--- config.mk ---
export PLATFORM = sky130hd
export DESIGN_NAME = pipe_hazard_ctrl
export DESIGN_NICKNAME = d
export VERILOG_FILES = /design/src/rtl/pipe_hazard_ctrl.sv
export SDC_FILE = /design/constraint.sdc
export NUM_CORES = 1
export LEC_CHECK = 0
export ABC_CLOCK_PERIOD_IN_PS = 2100
export CORE_MARGIN = 1.5
export CORE_UTILIZATION = 40
export DETAILED_ROUTE_END_ITERATION = 16
export GPL_TIMING_DRIVEN = 0
export PLACE_DENSITY_LB_ADDON = 0.3
export SLEW_MARGIN = 20
export SYNTH_ARGS = -nofsm -noshare
export SYNTH_HDL_FRONTEND = slang
export SYNTH_SLANG_ARGS = --single-unit
--- constraint.sdc ---
create_clock -name clock -period 2.1 [get_ports clock]
set_input_delay 0.42 -clock clock [delete_from_list [all_inputs] [get_ports clock]]
set_output_delay 0.42 -clock clock [all_outputs]
set_load 0.02 [all_outputs]
--- src/rtl/pipe_hazard_ctrl.sv ---
// pipe_hazard_ctrl: load-use/redirect hazard control and mult/div busy/done sequencing for a 5-stage MIPS pipe.
module pipe_hazard_ctrl #(
  parameter int MULT_LAT = 4,
  parameter int DIV_LAT  = 8,
  parameter int CNT_W    = 16
) (
  input  logic             clock,
  input  logic             reset_n,
  input  logic [4:0]       id_rs,
  input  logic [4:0]       id_rt,
  input  logic             id_uses_rs,
  input  logic             id_uses_rt,
  input  logic             id_is_hilo,
  input  logic             id_is_md,
  input  logic             exe_mem_read,
  input  logic [4:0]       exe_rt,
  input  logic             md_start,
  input  logic             md_is_div,
  input  logic             redirect,
  output logic             pc_write,
  output logic             if_id_write,
  output logic             if_id_flush,
  output logic [2:0]       id_exe_write,
  output logic             md_busy,
  output logic             md_done,
  output logic             md_err,
  output logic [CNT_W-1:0] stall_cycles
);
  localparam int LW = $clog2(DIV_LAT > MULT_LAT ? DIV_LAT : MULT_LAT) + 1;
  typedef enum logic [1:0] {MD_IDLE, MD_BUSY, MD_DONE} md_state_e;
  md_state_e        state_q, state_d;
  logic [LW-1:0]    cnt_q, cnt_d, lat_m2;
  logic             busy_q, done_q, err_q, err_d, start_ok;
  logic             lu, ms, stall;
  logic [CNT_W-1:0] stall_q;
  assign lu = exe_mem_read & (exe_rt != 5'd0) &
              ((id_uses_rs & (id_rs == exe_rt)) | (id_uses_rt & (id_rt == exe_rt)));
  assign ms = (busy_q | md_start) & (id_is_hilo | id_is_md);
  assign stall = (lu | ms) & ~redirect;
  assign pc_write     = redirect | ~(lu | ms);
  assign if_id_write  = redirect | ~(lu | ms);
  assign if_id_flush  = redirect;
  assign id_exe_write = {3{~redirect & ~(lu | ms)}};
  assign md_busy      = busy_q;
  assign md_done      = done_q;
  assign md_err       = err_q;
  assign stall_cycles = stall_q;
  // cnt holds the BUSY cycles still to run; the issue and DONE cycles make up the other two of LAT
  assign lat_m2   = md_is_div ? LW'(DIV_LAT - 2) : LW'(MULT_LAT - 2);
  assign start_ok = md_start & (state_q != MD_BUSY);
  always_comb begin
    state_d = state_q;
    cnt_d   = cnt_q;
    err_d   = err_q | (md_start & (state_q == MD_BUSY));
    if (start_ok) begin
      state_d = (lat_m2 == '0) ? MD_DONE : MD_BUSY;
      cnt_d   = lat_m2;
    end else if (state_q == MD_BUSY) begin
      state_d = (cnt_q == LW'(1)) ? MD_DONE : MD_BUSY;
      cnt_d   = cnt_q - LW'(1);
    end else if (state_q == MD_DONE) begin
      state_d = MD_IDLE;
    end
  end
  always_ff @(posedge clock or negedge reset_n) begin
    if (!reset_n) begin
      state_q <= MD_IDLE;
      cnt_q   <= '0;
      busy_q  <= 1'b0;
      done_q  <= 1'b0;
      err_q   <= 1'b0;
      stall_q <= '0;
    end else begin
      state_q <= state_d;
      cnt_q   <= cnt_d;
      busy_q  <= state_d != MD_IDLE;
      done_q  <= state_d == MD_DONE;
      err_q   <= err_d;
      if (stall && !(&stall_q)) stall_q <= stall_q + CNT_W'(1);
    end
  end
endmodule
==> metrics.txt, run 1 <==
post-synth top area cell=dfrtp_1; Synth top area share=between 40 and 50%; Crit Path Class=primary input to primary output; fin crit period=between 2000 and 2500 ps; DRT Pass-1 Iters=4; # diodes=0; synthesized flop and latch total=25; Die X=around 62 um; PwrDens=~900 nW/um2; IO Count=50; number of vias per cell=between 5 and 6; TritonCTS buffer count=3; total power=between 1.5 and 2 mW; Die ar.=between 3000 and 4000 um2; Layout Skew=between 4 and 5 ps; half-perimeter wire length after placement=approximately 2400 um; routed via count=1243; Leakage=approximately 0.9 nW; CTS tree=done; worst path required time=between 1500 and 2000 ps; Port Buffers=~50; initial DRC count=39; critical path arrival=1690 ps; CORE AREA=roughly 3300 um2; Placer Congestion=between 0.8 and 0.9; Worst slew margin=around 64%; Tightest Hold Check Type=primary input to async pin; initial antenna violation count=0; max-slew violations=0; DR WL/cell=13.1 um; Mean Syn Cell Area=~10 um2; synthesized area=about 1400 um2; maxcap violations=0; first-pass GRT wire length=~5500 um; Max H-tree Level=1; later-pin clock latency in the skew report=between 300 and 400 ps; # setup viols final=1; Final Net Count=between 200 and 250; DP Worst Slack=-1080 ps; failing checks=setup timing; startpoint types=primary input; Yosys warning count=0; distinct cell type count after synthesis=36; Gate Count Post-Synth=137; VDD IR max=about 0.62 mV; Clock Tree Buf Depth=2; drt drc=0; CP Max Fanout=3; Seq/Total Area, Yosys=between 40% and 50%; Area growth syn-to-layout=47.2%; largest net degree at the start of global routing=26; final period utilization=101%; cts hold-fix bufs=0; clk root buf=clkbuf_4; # rows=21; ANT nets after route=0; global route total overflow=0; depth of the most critical reg-to-reg path=7; Initial Utilization=a little over two fifths; total track usage=~17%; Post-Syn Nets=165; Final Worst Setup Slack=-11.8 ps; number of global-route vias before repair=between 1000 and 1500; Fin. Hold Viols=0; CP endpoint kind=primary output; Slew @ Worst Pin=~530 ps; RSZ-0062 raised after global routing=yes; outcome=finished, violations left; clk sinks=25; Synth area leaders=dfrtp_1 (45%), xnor2_1 (8.1%), xor2_1 (6.3%); layout cells sized above 1=between 20% and 30%; Routed WL=3210 um; Reg clk slew, reported paths=around 150 ps; die height=about 62 um; FMAX=approximately 0.47 GHz
==> worst max-delay path, cell delays in order <==
cell     delay [ps]
buf_8           100
or4_4           530
o21ai_4         180
o21ai_4         110
nor2_4          120
buf_4           120
buf_6           100
==> logic make-up (layout without fill, tap and decap cells) <==
group | after synthesis | after routing | synth area share [%]
and+or+nand+nor | 55 | 55 | 22.6
DFF | 25 | 25 | 44.7
xor gates and xnor gates | 23 | 23 | 14.4
AOI/OAI and AO/OA | 17 | 17 | 9.30
buffers and inverters | 12 | 73 | 4.83
adders and majority gates | 3 | 3 | 2.68
muxes | 2 | 2 | 1.52
==> flip-flops by register name, summed over array words and instances, names as in the netlist <==
register / count
md_err: 1
state_q: 2
md_done: 1
stall_cycles: 16
cnt_q: 4
md_busy: 1
==> area by class of cell <==
type / instances / area [um2]
repair buffers: 58 / 508
plain buffers: 5 / 41.3
fillers: 294 / 1280
flip-flops and latches: 25 / 627
inverters: 6 / 22.5
clock buffers: 3 / 22.5
clock inverters: 1 / 8.76
multi-input cells: 100 / 773
well taps: 46 / 57.6
==> stage by stage <==
stage / hold slack, ps / setup TNS (ps) / util, % / cells / cell area, um2
3_3_place_gp: 465 / -8390 / 58.9 / 232 / 1970
5_1_grt: 74.4 / -131 / 61.8 / 244 / 2060
3_5_place_dp: 462 / -9310 / 58.9 / 232 / 1970
6_report: 54.6 / -11.8 / 61.8 / 244 / 2060
2_1_floorplan: 124 / -32.9 / - / 137 / 1420
4_1_cts: 501 / -27.4 / 61.5 / 242 / 2050
==> cell usage after synthesis <==
cell	n
a21oi_1	3
a221oi_4	1
a22o_1	1
a31oi_1	1
a32oi_1	1
and4_1	1
and4_4	2
buf_4	4
buf_6	1
clkbuf_1	1
dfrtp_1	25
ha_1	3
inv_1	6
mux2_1	1
mux2i_1	1
nand2_1	11
nand2_2	1
nand2b_1	2
nand3_1	8
nand4_1	4
nor2_1	11
nor2b_1	2
nor3_1	2
nor3_2	5
nor4_1	2
nor4b_1	3
o21ai_0	4
o21ai_1	1
o21ai_2	1
o21bai_1	1
o221ai_1	1
o22a_1	1
o22ai_1	1
or4_1	1
xnor2_1	13
xor2_1	10
==> layout by cell type, fill, tap and decap left out, types with 3 or more instances in the layout <==
cell type         n
nor4b_1           3
clkbuf_4          3
clkdlybuf4s50_1  25
nand2_1          11
nor3_2            5
nor2_1           10
nand3_1           8
buf_2            10
buf_4            11
o21ai_0           4
dfrtp_1          24
nand4_1           4
xnor2_1          11
inv_1             6
a21oi_1           3
xor2_1           10
clkdlybuf4s15_1   4
dlygate4sd2_1     4
buf_6             6
ha_1              3
==> final timing paths <==
kind                                              from                     endpoint  slack [ps]
min in group clock                    md_err$_DFF_PN0_             md_err$_DFF_PN0_         490
min                                            reset_n  stall_cycles[7]$_DFFE_PN0P_          50
max reg2reg                stall_cycles[1]$_DFFE_PN0P_  stall_cycles[1]$_DFFE_PN0P_         140
max in group asynchronous                      reset_n  stall_cycles[0]$_DFFE_PN0P_        1670
max                                          exe_rt[4]              id_exe_write[2]         -10
min reg2reg                           md_err$_DFF_PN0_             md_err$_DFF_PN0_         490
==> layer usage <==
metal | routed length, um | vias up | global-route usage (%) | share of wire (%)
met5 | 0 | - | 0 | 0
met4 | 17 | 0 | 6.94 | 0.53
met3 | 209 | 2 | 4.17 | 6.5
met2 | 1640 | 45 | 30.6 | 51
met1 | 1340 | 596 | 20.4 | 42
li1 | - | 600 | - | -
==> what timing repair did <==
| action | in CTS | in global routing |
|---|---|---|
| resized for setup | 87 | 3 |
| buffers inserted | 7 | 2 |
| pin swaps | 20 | 7 |
| endpoints found under the setup margin | 7 | 6 |
==> power breakdown <==
group | switching [mW] | internal [mW]
logic | 0.429 | 0.408
registers | 0.164 | 0.623
clock network | 0.152 | 0.0775
total | 0.745 | 1.11
(Power assumes the default switching activity.)
==> run 2, diff against run 1 <==
--- a/config.mk
+++ b/config.mk
@@ -5,8 +5,8 @@
 export SDC_FILE = /design/constraint.sdc
 export NUM_CORES = 1
 export LEC_CHECK = 0
-export ABC_CLOCK_PERIOD_IN_PS = 2100
-export CORE_MARGIN = 1.5
+export ABC_CLOCK_PERIOD_IN_PS = 1900
+export CORE_MARGIN = 2
 export CORE_UTILIZATION = 40
 export DETAILED_ROUTE_END_ITERATION = 16
 export GPL_TIMING_DRIVEN = 0
==> constraint.sdc (replaced) <==
create_clock -name clock -period 1.9 [get_ports clock]
set_input_delay 0.38 -clock clock [delete_from_list [all_inputs] [get_ports clock]]
set_output_delay 0.38 -clock clock [all_outputs]
set_load 0.02 [all_outputs]
==> run 2 against run 1 <==
  * The flow still finishes with violations (setup timing)
  * Register-to-register slack worse by 150 ps
  * Routed wire length is 24% higher
  * First-iteration DRC count is 38% lower
  * Via count is 6.4% higher
  * Clock-buffer cell count stayed put
  * Sequential cell count stayed put
  * Worst setup slack worse by 180 ps
  * Critical endpoint is now pc_write
  * Largest cell class unchanged
==> metrics.txt, run 2 (synthesis results as in run 1) <==
cts hold-fix bufs=0 (unchanged); global route total overflow=0 (unchanged); Clock Tree Buf Depth=2 (unchanged); wl on met1=1530 um (was 1340 um); failing checks=setup timing (unchanged); dpl cell area=1990 um2 (was 1970 um2); Routed WL=3990 um (was 3210 um); maxcap violations=0 (unchanged); wire length on met2=2240 um (was 1640 um); ANT nets after route=0 (unchanged); half-perimeter wire length after placement=2630 um (was 2360 um); TritonCTS buffer count=3 (unchanged); clk sinks=25 (unchanged); max reg flops=16 (unchanged); CTS tree=done (unchanged); Final Worst Setup Slack=-189 ps (was -11.8 ps); routed via count=1322 (was 1243); DRT Pass-1 Iters=4 (unchanged); final period utilization=110%; topmost layer with routed signal wires=met4 (unchanged); TNS Setup=-750 ps (was -11.8 ps); cell family with the largest share of critical-path delay=compound AO/OA/AOI/OAI gates (was simple AND/OR/NAND/NOR gates); Worst path max stage delay=280 ps (was 530 ps); Initial Utilization=42.0% (unchanged); number of global-route vias before repair=1348 (was 1287); Placer Congestion=0.746 (was 0.807); critical path arrival=1710 ps (was 1690 ps); Crit Path Class=primary input to primary output (unchanged); later-pin clock latency in the skew report=330 ps (was 320 ps); Worst slew margin=62.9% (was 64.2%); Final Net Count=245 (was 227); die height=63.2 um (was 62.2 um); initial antenna violation count=0 (unchanged); # diodes=0 (unchanged); Slew @ Worst Pin=557 ps (was 530 ps); most frequent cells in the layout=buf_4 (24), clkdlybuf4s50_1 (23), dfrtp_1 (22) (was clkdlybuf4s50_1 (25), dfrtp_1 (24), xnor2_1 (11), nand2_1 (11), buf_4 (11)); CORE AREA=3340 um2 (unchanged); clk root buf=clkbuf_4 (unchanged); Die ar.=3990 um2 (was 3860 um2); largest net degree at the start of global routing=26 (unchanged); layout cells sized above 1=38.9% (was 25.8%); first-pass GRT wire length=6110 um (was 5510 um); initial DRC count=24 (was 39); # setup viols final=6 (was 1); Die X=63.2 um (was 62.2 um); Buf/Inv on CP=3 (unchanged); commonest non-fill, non-tap cell in the layout=buf_4 (was clkdlybuf4s50_1); outcome=finished, violations left (unchanged); fillcell total=285 (was 294); CP endpoint kind=primary output (unchanged); CP max stage cell=o22a_1 (was or4_4); RSZ-0062 raised after global routing=yes (unchanged); crit path cell chain=buf_2 -> xnor2_1 -> nand4_1 -> o22a_1 -> o21ai_4 -> nand2b_4 -> buf_6 -> buf_6 (was buf_8 -> or4_4 -> o21ai_4 -> o21ai_4 -> nor2_4 -> buf_4 -> buf_6); startpoint types=primary input (unchanged); number of vias per cell=5.05 (was 5.09); drt drc=0 (unchanged); DP Worst Slack=-1160 ps (was -1080 ps); Final Instance Area=2290 um2 (was 2060 um2); met3 WL post-DR=187 um (was 209 um); CP dominant cell by count=buf_6 (was o21ai_4); PwrDens=999 nW/um2 (was 899 nW/um2); # rows=21 (unchanged); VDD IR max=0.845 mV (was 0.616 mV); logic gate share of total power=51.9% (was 45.1%); P_int=1.37 mW (was 1.11 mW); IO Count=50 (unchanged); CP Max Fanout=3 (unchanged); fin crit period=roughly 2100 ps; Tightest Hold Check Type=primary input to async pin (unchanged); Area growth syn-to-layout=63.6% (was 47.2%); worst path required time=1520 ps (was 1680 ps); switching share of power=40.0% (was 40.2%); max-slew violations=0 (unchanged); Max H-tree Level=1 (unchanged); total track usage=19.4% (was 17.4%); Fin. Hold Viols=0 (unchanged); FMAX=0.479 GHz; NetSw=915 uW (was 745 uW); Leakage=1.04 nW (was 0.896 nW); hold slack final=14.0 ps (was 54.6 ps); Port Buffers=49 (unchanged); Layout Skew=4.76 ps (was 4.09 ps); Seq pwr share=37.2% (was 42.5%); Reg clk slew, reported paths=140 ps (was 150 ps); DR WL/cell=15.2 um (was 13.1 um); Clock power frac=10.9% (was 12.4%)
-- run 2: changes by cell type in the layout (fill, tap and decap cells not counted), sizes merged --
cell	previous run	this run
dlymetal6s2s	0	1
dlygate4sd2	4	3
buf	28	50
clkbuf	5	4
clkinvlp	0	1
clkdlybuf4s15	4	3
inv	7	6
clkdlybuf4s50	25	23
-- run 2: layout make-up --
class	count	area (um2)	share of cell area (%)
timing repair buffer	75	643	28.1
inverter	6	22.5	0.983
clock buffer	3	22.5	0.983
clock inverter	1	7.51	0.328
sequential	25	629	27.5
multi-input combinational	100	848	37.0
buffer	6	60.1	2.62
tap	46	57.6	2.51
-- run 2: per-layer routing --
metal	GRT usage, %	vias up
met5	0	-
met4	6.39	0
met3	4.11	4
met2	36.2	38
met1	21.8	647
li1	-	633
-- run 2: timing repair --
item,in CTS,in global routing
gates cloned,0,0
resized for setup,99,23
pin swaps,20,14
setup buffers,12,14
setup endpoints to repair,19,17
-- run 2: final timing paths --
path	startpoint	to	slack, ps	cells after the start
worst max-delay path	exe_rt[4]	pc_write	-190	8
worst min-delay path	reset_n	stall_cycles[0]$_DFFE_PN0P_	10	1
worst max register to register	stall_cycles[6]$_DFFE_PN0P_	stall_cycles[1]$_DFFE_PN0P_	-10	7
worst min register to register	md_err$_DFF_PN0_	md_err$_DFF_PN0_	490	1
max in group asynchronous	reset_n	stall_cycles[6]$_DFFE_PN0P_	1480	1
min in group clock	md_err$_DFF_PN0_	md_err$_DFF_PN0_	490	1
-- run 2: stage by stage --
stage	power [mW]	cells	util, %
2_1_floorplan	1.40	137	-
3_3_place_gp	1.76	232	59.8
3_5_place_dp	1.81	232	59.8
4_1_cts	2.12	248	63.3
5_1_grt	2.44	262	68.7
6_report	2.29	262	68.7
-- run 2: worst register-to-register path: stages (launching register included) --
cell and delay [ps]:
dfrtp_2 450, and4_4 190, and4_4 190, a221oi_4 280
nand2_2 120, buf_8 160, buf_6 140, mux2_4 290
-- run 2: power groups by stage --
stage                     Combinational [mW]  Sequential (mW)  Clock (mW)
after global routing                    1.29            0.875       0.277
after global placement                 0.890            0.869           0
after floorplan                        0.440            0.959           0
after CTS                              0.999            0.864       0.254
final                                   1.19            0.851       0.250
after detailed placement               0.923            0.884           0
==> run 3, diff against run 2 <==
--- a/config.mk
+++ b/config.mk
@@ -10,6 +10,7 @@
 export CORE_UTILIZATION = 40
 export DETAILED_ROUTE_END_ITERATION = 16
 export GPL_TIMING_DRIVEN = 0
+export HOLD_SLACK_MARGIN = 0.06
 export PLACE_DENSITY_LB_ADDON = 0.3
 export SLEW_MARGIN = 20
 export SYNTH_ARGS = -nofsm -noshare
==> run 3 against run 2 <==
  * The run still ends with setup timing left
  * Fmax hardly changed
  * Cell count increased by 0.38%
  * Die area unchanged
  * Critical endpoint unchanged
  * Largest power group unchanged
  * Largest cell class unchanged
  * Clock-buffer cell count did not move
  * Highest routed layer unchanged
  * Routed wire length hardly changed
  * Sequential cell count stayed put
  * Worst hold slack improved by 480 ps
  * Clock power hardly changed
  * Non-clock buffer count rose by 1
  * Combinational power about the same
==> metrics.txt, run 3 (synthesis results as in run 1) <==
Routed WL=3990 um (about the same); Hold Crit Start=md_err$_DFF_PN0_; clk root buf=clkbuf_4 (unchanged); die height=63.2 um (unchanged); # diodes=0 (unchanged); FMAX=0.479 GHz (about the same); later-pin clock latency in the skew report=330 ps (about the same); number of global-route vias before repair=1348 (unchanged); TritonCTS buffer count=3 (unchanged); startpoint types=primary input (unchanged); Layout Skew=4.52 ps (was 4.76 ps); depth of the most critical reg-to-reg path=7 (unchanged); # rows=21 (unchanged); critical path arrival=1710 ps (about the same); final period utilization=110% (about the same); global route total overflow=0 (unchanged); maxcap violations=0 (unchanged); Fin. Hold Viols=0 (unchanged); CORE AREA=3340 um2 (unchanged); total power=2.29 mW (about the same); first-pass GRT wire length=6110 um (unchanged); ANT nets after route=0 (unchanged); initial antenna violation count=0 (unchanged); Initial Utilization=42.0% (unchanged); fillcell total=286 (was 285); Crit Path Class=primary input to primary output (unchanged); DRT Pass-1 Iters=4 (unchanged); Clock Tree Buf Depth=2 (unchanged); Leakage=1.05 nW (was 1.04 nW); Reg clk slew, reported paths=140 ps (about the same); FF-to-FF setup slack=-10 ps (about the same); commonest non-fill, non-tap cell in the layout=buf_4 (unchanged); RSZ-0062 raised after global routing=yes (unchanged); fin cells=263 (was 262); worst path required time=1520 ps (about the same); Die ar.=3990 um2 (unchanged); hold endpoint=md_err$_DFF_PN0_; initial DRC count=20 (was 24); CTS tree=done (unchanged); IO Count=50 (unchanged); Placer Congestion=0.746 (unchanged); DR WL/cell=15.2 um (about the same); most frequent cells in the layout=buf_4 (24), clkdlybuf4s50_1 (23), dfrtp_1 (22) (unchanged); FF-to-FF Start=stall_cycles[6]$_DFFE_PN0P_ (unchanged); Slew @ Worst Pin=552 ps (was 557 ps); Final Worst Setup Slack=-189 ps (about the same); failing checks=setup timing (unchanged); Worst slew margin=63.2% (was 62.9%); Area growth syn-to-layout=64.3% (was 63.6%); largest net degree at the start of global routing=26 (unchanged); routed via count=1328 (was 1322); drt drc=0 (unchanged); Max H-tree Level=1 (unchanged); dpl cell area=1990 um2 (unchanged); outcome=finished, violations left (unchanged); total track usage=19.4% (unchanged); Final Net Count=246 (was 245); Tightest Hold Check Type=flip-flop to flip-flop (was primary input to async pin); CP Max Fanout=3 (unchanged); Port Buffers=49 (unchanged); PwrDens=995 nW/um2 (was 999 nW/um2); placed insts=232 (unchanged); number of vias per cell=5.05 (about the same); # setup viols final=6 (unchanged); CP endpoint kind=primary output (unchanged); fin crit period=2090 ps (about the same); Die X=63.2 um (unchanged); VDD IR max=0.845 mV (about the same); max-slew violations=0 (unchanged); Final Instance Area=2300 um2 (was 2290 um2); layout cells sized above 1=38.7% (was 38.9%); worst r2r dst=stall_cycles[1]$_DFFE_PN0P_ (unchanged); half-perimeter wire length after placement=2630 um (unchanged); clk sinks=25 (unchanged); Cells on Worst Hold Path=1; max reg flops=16 (unchanged)
run 3: cell count changes in the layout (fill, tap and decap cells not counted):
cell | before | now
dlygate4sd3_1 | 0 | 1
run 3: how the worst max path moves through the flow:
stage | depth (start not counted) | slack, ps | start | endpoint
after floorplan | 5 | -100 | exe_rt[1] | id_exe_write[1]
after global placement | 7 | -1140 | exe_rt[1] | id_exe_write[1]
after detailed placement | 7 | -1160 | exe_rt[1] | id_exe_write[1]
after CTS | 7 | -140 | exe_rt[3] | id_exe_write[2]
after global routing | 8 | -280 | exe_rt[4] | pc_write
final | 8 | -190 | exe_rt[4] | pc_write
run 3: repair_timing:
action / in CTS / in global routing
gates resized for setup: 99 / 23
endpoints found under the hold margin: 0 / 25
endpoints found under the setup margin: 19 / 17
cloned: 0 / 0
hold buffers: 0 / 1
buffers inserted: 12 / 14
pin swaps: 20 / 14
run 3: critical path, cell delays in order:
cell      delay (ps)
buf_2            130
xnor2_1          180
nand4_1          190
o22a_1           280
o21ai_4          240
nand2b_4          80
buf_6            120
buf_6            120
run 3: per-layer routing:
metal	up-vias	wire, um	share of wire (%)	GRT usage, %
li1	636	-	-	-
met1	650	1510	38	21.8
met2	38	2250	56	36.2
met3	4	200	5.0	4.11
met4	0	34	0.85	6.39
met5	-	0	0	0
run 3: per-stage QoR:
| stage | TNS (ps) | util (%) | setup WS [ps] | hold WS, ps |
|---|---|---|---|---|
| 3_5_place_dp | -12530 | 59.8 | -1160 | 466 |
| 6_report | -751 | 69.0 | -189 | 490 |
| 3_3_place_gp | -12330 | 59.8 | -1140 | 464 |
| 2_1_floorplan | -193 | - | -96.3 | 84.4 |
| 4_1_cts | -495 | 63.3 | -144 | 497 |
| 5_1_grt | -1640 | 69.0 | -277 | 515 |
run 3: final cells by class:
type	count	area, um2	area share [%]
Buffer	6	60.1	2.61
Inverter	6	22.5	0.979
Multi-Input combinational cell	100	848	36.9
Clock inverter	1	7.51	0.326
Clock buffer	3	22.5	0.979
Tap cell	46	57.6	2.50
Timing Repair Buffer	76	653	28.4
Sequential cell	25	629	27.4
run 3: where the power goes:
group | switching [mW] | internal, mW
Combinational | 0.586 | 0.603
Clock | 0.170 | 0.0807
Sequential | 0.159 | 0.693
